<file path="src/rtl/div_unit.sv">
// Iterative restoring RV32M divider (DIV/DIVU/REM/REMU) for the execute stage.
// Define DIV_RADIX4_EN to retire two quotient bits per cycle.
module div_unit #(
    parameter int WIDTH = 32
) (
    input  logic             clk,
    input  logic             rst,
    input  logic             div_en,
    input  logic [1:0]       div_op,
    input  logic [WIDTH-1:0] dividend,
    input  logic [WIDTH-1:0] divisor,
    input  logic             advance,
    input  logic             flush,
    output logic             div_ready,
    output logic [WIDTH-1:0] div_result,
    output logic             div_busy
);

    localparam int CNT_W = $clog2(WIDTH);
    localparam logic [WIDTH-1:0] MIN_NEG = {1'b1, {(WIDTH-1){1'b0}}};
`ifdef DIV_RADIX4_EN
    localparam logic [CNT_W-1:0] CNT_STEP = CNT_W'(2);
    localparam logic [CNT_W-1:0] CNT_LAST = CNT_W'(WIDTH-2);
`else
    localparam logic [CNT_W-1:0] CNT_STEP = CNT_W'(1);
    localparam logic [CNT_W-1:0] CNT_LAST = CNT_W'(WIDTH-1);
`endif

    typedef enum logic [1:0] {IDLE, BUSY, DONE} state_t;

    state_t             state;
    logic               rem_sel_q;
    logic               neg_quo_q;
    logic               neg_rem_q;
    logic [WIDTH-1:0]   quo_q;
    logic [WIDTH-1:0]   rem_q;
    logic [WIDTH-1:0]   dsr_q;
    logic [WIDTH-1:0]   res_q;
    logic [CNT_W-1:0]   cnt_q;

    logic               dvd_neg;
    logic               dsr_neg;
    logic [WIDTH-1:0]   dvd_abs;
    logic [WIDTH-1:0]   dsr_abs;
    logic               div_zero;
    logic               overflow;
    logic [2*WIDTH-1:0] step1;
    logic [2*WIDTH-1:0] step_out;
    logic [WIDTH-1:0]   quo_fix;
    logic [WIDTH-1:0]   rem_fix;
    logic [WIDTH-1:0]   fix_val;

    // One restoring step: shift {rem, q} left, keep rem - d when it does not borrow.
    function automatic logic [2*WIDTH-1:0] restore_step(
        input logic [WIDTH-1:0] r,
        input logic [WIDTH-1:0] q,
        input logic [WIDTH-1:0] d
    );
        logic [WIDTH:0] shifted;
        logic [WIDTH:0] trial;
        shifted = {r, q[WIDTH-1]};
        trial   = shifted - {1'b0, d};
        if (!trial[WIDTH])
            return {trial[WIDTH-1:0], q[WIDTH-2:0], 1'b1};
        else
            return {shifted[WIDTH-1:0], q[WIDTH-2:0], 1'b0};
    endfunction

    always_comb begin
        dvd_neg  = ~div_op[0] & dividend[WIDTH-1];
        dsr_neg  = ~div_op[0] & divisor[WIDTH-1];
        dvd_abs  = dvd_neg ? -dividend : dividend;
        dsr_abs  = dsr_neg ? -divisor : divisor;
        div_zero = (divisor == '0);
        overflow = ~div_op[0] && (dividend == MIN_NEG) && (divisor == '1);
    end

    always_comb begin
        step1 = restore_step(rem_q, quo_q, dsr_q);
`ifdef DIV_RADIX4_EN
        step_out = restore_step(step1[2*WIDTH-1:WIDTH], step1[WIDTH-1:0], dsr_q);
`else
        step_out = step1;
`endif
    end

    // Special cases load their final values with both sign flags clear, so the fix-up passes them through.
    always_comb begin
        quo_fix = neg_quo_q ? -quo_q : quo_q;
        rem_fix = neg_rem_q ? -rem_q : rem_q;
        fix_val = rem_sel_q ? rem_fix : quo_fix;
    end

    always_ff @(posedge clk) begin
        if (rst) begin
            state     <= IDLE;
            rem_sel_q <= 1'b0;
            neg_quo_q <= 1'b0;
            neg_rem_q <= 1'b0;
            quo_q     <= '0;
            rem_q     <= '0;
            dsr_q     <= '0;
            res_q     <= '0;
            cnt_q     <= '0;
        end else begin
            if (state == DONE)
                res_q <= fix_val;
            if (flush) begin
                state <= IDLE;
            end else begin
                case (state)
                    IDLE: begin
                        if (div_en) begin
                            rem_sel_q <= div_op[1];
                            dsr_q     <= dsr_abs;
                            cnt_q     <= '0;
                            if (div_zero) begin
                                quo_q     <= '1;
                                rem_q     <= dividend;
                                neg_quo_q <= 1'b0;
                                neg_rem_q <= 1'b0;
                                state     <= DONE;
                            end else if (overflow) begin
                                quo_q     <= MIN_NEG;
                                rem_q     <= '0;
                                neg_quo_q <= 1'b0;
                                neg_rem_q <= 1'b0;
                                state     <= DONE;
                            end else begin
                                quo_q     <= dvd_abs;
                                rem_q     <= '0;
                                neg_quo_q <= dvd_neg ^ dsr_neg;
                                neg_rem_q <= dvd_neg;
                                state     <= BUSY;
                            end
                        end
                    end
                    BUSY: begin
                        if (!div_en) begin
                            state <= IDLE;
                        end else begin
                            {rem_q, quo_q} <= step_out;
                            cnt_q          <= cnt_q + CNT_STEP;
                            if (cnt_q == CNT_LAST)
                                state <= DONE;
                        end
                    end
                    DONE: begin
                        if (!div_en || advance)
                            state <= IDLE;
                    end
                    default: state <= IDLE;
                endcase
            end
        end
    end

    assign div_busy   = (state == BUSY);
    assign div_ready  = (state == DONE);
    assign div_result = (state == DONE) ? fix_val : res_q;

endmodule

</file>
<file path="config.mk">
export PLATFORM = sky130hd
export DESIGN_NAME = div_unit
export DESIGN_NICKNAME = d
export VERILOG_FILES = /design/src/rtl/div_unit.sv
export SDC_FILE = /design/constraint.sdc
export NUM_CORES = 1
export LEC_CHECK = 0
export BUFFER_PORTS_ARGS = -buffer_cell sky130_fd_sc_hd__buf_2
export CAP_MARGIN = 40
export CORE_ASPECT_RATIO = 2
export CORE_MARGIN = 2
export CORE_UTILIZATION = 45
export DETAILED_ROUTE_END_ITERATION = 6
export GPL_TIMING_DRIVEN = 0
export PLACE_DENSITY_LB_ADDON = 0.25
export SKIP_CTS_REPAIR_TIMING = 1
export SYNTH_ARGS = -nofsm -noshare
export SYNTH_HDL_FRONTEND = slang
export SYNTH_SLANG_ARGS = --single-unit
</file>
<file path="constraint.sdc">
create_clock -name clk -period 10.2 [get_ports clk]
set_input_delay 1.02 -clock clk [delete_from_list [all_inputs] [get_ports clk]]
set_output_delay 1.02 -clock clk [all_outputs]
set_load 0.1 [all_outputs]
</file>
; ---- Yosys cells after proc, flatten, opt, wreduce, memory -nomap -nowiden
; Index checks and enable logic that the tools add are counted.
; Widths: inputs -> output; s select.
[totals]
ff_bits = 138
inputBits = 71
out_inout_bits = 34
word_cells = 70
[classes]
addsub = 6
n_eq_ne = 9
mux = 30
n_bitwise = 5
reduce_logical = 11
[ops]
columns = operator, count
row1 = $mux 32, 13
row2 = $neg 32->32, 4
row3 = $pmux 32 s2, 2
row4 = $eq 32x32->1 const B, 2
row5 = $mux 64, 1
row6 = $sub 33x32->33, 1
row7 = $logic_not 32->1, 1
row8 = $mux 2, 6
row9 = $mux 5, 2
row10 = $pmux 5 s2, 1
row11 = $pmux 2 s3, 1
row12 = $reduce_and 3->1, 2
row13 = $add 5x1->5 const B, 1
row14 = $eq 5x5->1 const B, 1
row15 = $mux 1, 4
row16 = $ne 2x2->1 const B, 2
row17 = $reduce_and 4->1, 1
row18 = $ne 3x2->1 const B, 1
row19 = $and 1x1->1, 2
row20 = $eq 2x1->1 const B, 1
row21 = $eq 2x2->1 const B, 1
row22 = $logic_and 1x1->1, 2
row23 = $logic_not 2->1, 1
row24 = $ne 2x1->1 const B, 1
row25 = other kinds (6), 7

; ---- Longest topological paths before layout
[logic_depth]
depth_word = 7
depth_mapped = 15
ltp_nobuf = 12

; ---- Worst setup path after synthesis
; No wires, ideal clock.
[synth_path]
path_type = reg2out
startpoint = reg rem_q[6]
endpoint = out div_result[22]
t_arrival_ns = 4.433
required_ns = 9.180
slack_ns = 4.747
path_stages_with_launch = 9
n_path_buf = 0
cell_sequence = dfxtp_1 > or4_1 > nor3_1 > nand2_1 > or4_1 > o21ai_0 > xnor2_1 > mux2i_1 > o21ai_0
[synth_via]
elab_chain_cells = 4
[synth_lines]
columns = element, line
row1 = start: declaration, 36  ; logic [WIDTH-1:0] rem_q;
row2 = start signal: assignment, 119  ; rem_q <= dividend;
row3 = start signal: assignment, 142  ; {rem_q, quo_q} <= step_out;
row4 = $neg 32->32, 90  ; rem_fix = neg_rem_q ? -rem_q : rem_q;
row5 = $mux 32, 90
row6 = $mux 32, 91  ; fix_val = rem_sel_q ? rem_fix : quo_fix;
row7 = $mux 32, --
row8 = end: declaration, 15  ; output logic [WIDTH-1:0] div_result,
; No other way between the ends.

; ---- Final worst setup path
[layout_path]
startpoint = reg rem_q[6]
endpoint = out div_result[30]
; The elaborated chain is that of the path after synthesis.

==> metrics.md <==
| Metric | Value |
|---|---|
| Synth warn | `0` |
| Pleak | `roughly 4.6 nW` |
| Setup tns final | `0 ps` |
| Multi-input logic area | `just over 0.007 mm2` |
| CP cell instances | `or4_1 -> nor3_1 -> nand2_1 -> or4_1 -> o41ai_1 -> xor2_1 -> mux2_2 -> o21ai_1 -> buf_2` |
| Clk slew on worst S/H paths | `around 60 ps` |
| Clock Sinks | `about 140` |
| Drt first pass iters | `7` |
| DP Cell Count | `between 1500 and 2000` |
| Largest family of logic cells by synthesized area | `compound AO/OA/AOI/OAI gates` |
| Fmax | `between 0.15 and 0.2 GHz` |
| CP max-delay cell | `or4_1` |
| Via count | `11400` |
| Reg2reg start | `quo_q[31]` |
| CTS tree | `yes` |
| Num rows | `around 80` |
| Worst reg-to-reg path cell count | `14` |
| Top cell by count, worst path | `or4_1` |
| Most common cell after layout, fill and taps aside | `nand2_1` |
| Clock skew | `about 4.8 ps` |
| Number of DRC markers in iteration 0 | `around 800` |
| Setup Viol. Count Final | `0` |
| Final period util | `51.5%` |
| Failing checks | `DRC` |
| CP Launch Type | `flip-flop` |
| Hold Crit Class | `flip-flop to flip-flop` |
| Rel. slew slack | `~40%` |
| Bufs on Longest Clock Path | `2` |
| Clock power share | `between 30 and 40%` |
| Total CTS buffers | `17` |
| R2R Setup Slk | `5490 ps` |
| Share of cells above drive strength 1 | `11.4%` |
| Comb pwr share | `31.5%` |
| Routed wire length | `41.1 mm` |
| Run status | `finished with violations` |
| Min-Delay Endpoint | `dsr_q[30]` |
| Post-synthesis cell type count | `70` |
| Worst Hold Launch | `dsr_q[30]` |
| Compound-gate portion of the synthesized area | `around 28%` |
| H-tree depth | `4` |
| Syn_nets | `between 1500 and 2000` |
| Mean routed wirelength per cell | `between 20 and 25 um` |
| Crit. End Element | `output port` |
| Worst Path Required | `9180 ps` |
| Final Hold Fails | `0` |
| Post-synthesis xor/xnor area fraction | `approximately 11%` |
| Initial antenna violation count | `0` |
| Peak VDD IR | `116 uV` |
| Final Slew Violations | `0` |
| Filler cells | `roughly 2400` |
| Syn Area/Cell | `around 7.4 um2` |
| Switch Pwr | `roughly 0.00066 W` |
| Most used DFF post-synth | `dfxtp_1` |
| Vias in the first global route | `11500` |
| Simple-gate share of the synthesized area | `approximately 21%` |
| Final Util | `~52%` |
| CTS Root Buffer Type | `clkbuf_16` |
| Residual DRC | `6` |
| Layout net count | `between 1500 and 2000` |
| PortBufs | `between 100 and 150` |
| Maxcap violations | `0` |
| Sequential power share | `approximately a third` |
| Dpl hpwl | `between 30 and 40 mm` |
| Routability-driven placement congestion ratio | `0.990` |
| Largest net degree at the start of global routing | `17` |
| Die area | `around 0.025 mm2` |
| Die Y | `between 200 and 250 um` |
| Min Tclk post-route | `between 5000 and 6000 ps` |
| Antenna-violating nets left | `0` |
| CP max FO | `8` |
| Internal power | `between 0.001 and 0.0015 W` |
| Cells after Synth | `1437` |
| Via/cell ratio | `approximately 6.1` |
| I/O pin count | `roughly 110` |
| Worst setup path class | `flip-flop to output port` |
| Core ar. | `roughly 0.023 mm2` |
| Post-synthesis mux area share | `under 10%` |
| Most frequent cells in the layout | `150 x nand2_1, 138 x dfxtp_1, 133 x nor2_1` |
| Area Growth Syn to Fin | `14.7%` |
| Worst hold slack | `between 400 and 500 ps` |
| RSZ-0062 raised after global routing | `false` |
| Adder-Cell Fraction of Synth Area | `4.76%` |
| Hold depth | `2` |
| Chip width | `roughly 110 um` |
| Starting Density | `a little under half` |
| Crit path arrival time | `4230 ps` |
| Register Area | `~0.0028 mm2` |
| # diodes | `0` |
| Total track usage | `between 30% and 40%` |
| Switching portion of total power | `between 30% and 40%` |
| Reg2reg end | `rem_q[1]` |
| P per Cell Area | `approximately 160 mW/mm2` |
| Worst Tran Pin Value | `~900 ps` |
| #FFs+latches synth | `between 100 and 150` |
| Wire length of the first global-routing pass | `roughly 62 mm` |
| Max incr delay on CP | `630 ps` |
| Register area share after synthesis | `25.9%` |
| Final Non-Filler Cells | `1860` |
| EDFF count, synth | `0` |
| Mapped Area | `about 0.011 mm2` |
| Fraction of registers with async set/reset | `0%` |
| Overflow after GRT | `0` |
| Worst-Skew Late Latency | `450 ps` |
-- sequential cells by signal, summed over array words and instances, names as in the netlist, 2 cells and up --
register	count
cnt_q	5
quo_q	32
rem_q	32
dsr_q	32
state	2
res_q	32
-- critical path: cells and delay by family (launching register included) --
kind | cells | cell delay, ps
compound gates | 2 | 570
xor+xnor | 1 | 140
buf+inv | 1 | 450
flops | 1 | 400
mux | 1 | 290
simple gates | 4 | 1940
-- worst max-delay path by stage --
stage / startpoint / depth (start not counted) / slack, ps / to
2_1_floorplan: rem_q[6] / 8 / 4750 / div_result[22]
3_3_place_gp: dividend[6] / 10 / 5420 / quo_q[0]
3_5_place_dp: rem_q[6] / 9 / 5490 / div_result[30]
4_1_cts: rem_q[6] / 9 / 5000 / div_result[30]
5_1_grt: rem_q[6] / 9 / 4750 / div_result[30]
6_report: rem_q[6] / 9 / 4950 / div_result[30]
-- Yosys cell counts, drive strengths merged, types with 5 or more instances --
library cell	count	area (um2)
nand2	150	563
dfxtp	138	2760
nor2	133	499
a21oi	120	601
o21ai	95	475
clkbuf	79	297
inv	78	293
xnor2	73	639
xor2	67	587
a211oi	44	330
o31ai	40	314
ha	39	488
nor3	39	195
a221oi	37	324
o211ai	37	293
nor2b	25	164
or4	22	180
nand3	21	105
mux2	18	203
nor4	18	140
o41ai	18	158
or3	16	106
nand4	15	93.8
nand2b	14	87.6
buf	13	55.1
a31oi	10	62.6
mux2i	9	90.1
o21a	9	67.6
and3	7	43.8
a21o	5	37.5
-- metal layers --
metal | global-route usage, % | wire length [um] | vias to the layer above | share of wire [%]
met5 | 0 | 0 | - | 0
met4 | 28.4 | 4170 | 0 | 10
met3 | 5.99 | 2100 | 203 | 5.1
met2 | 61.3 | 21700 | 491 | 53
met1 | 28.8 | 13100 | 5220 | 32
li1 | - | - | 5466 | -
-- power groups by stage --
stage | Clock [W] | Sequential, W | Combinational, W
CTS | 0.000704 | 0.000600 | 0.000588
global route | 0.000724 | 0.000605 | 0.000649
floorplan | 0 | 0.000600 | 0.000422
detailed placement | 0 | 0.000612 | 0.000584
finish | 0.000704 | 0.000602 | 0.000600
global placement | 0 | 0.000611 | 0.000576
-- cells by family (layout without fill, tap and decap cells) --
logic type,count (synthesis),after routing
buf+inv,170,310
simple gates,474,474
flops,138,138
compound gates,448,448
xor+xnor,140,140
fa+ha+maj,40,40
mux,27,27
-- cell type report --
cell class,count,share of cell area [%]
Buffer,92,2.87
Clock buffer,25,4.05
Clock inverter,7,1.31
Inverter,78,2.39
Multi-Input combinational cell,1129,59.4
Sequential cell,138,22.6
Tap cell,283,2.89
Timing Repair Buffer,108,4.55
-- through the flow --
| stage | power (W) | instance area [um2] | setup WS [ps] |
|---|---|---|---|
| final | 0.00191 | 12200 | 4950 |
| after detailed placement | 0.00120 | 11600 | 5490 |
| after CTS | 0.00189 | 12200 | 5000 |
| after global placement | 0.00119 | 11500 | 5420 |
| after global routing | 0.00198 | 12200 | 4750 |
| after floorplan | 0.00102 | 10700 | 4750 |
Power figures use the tool's default switching activity.
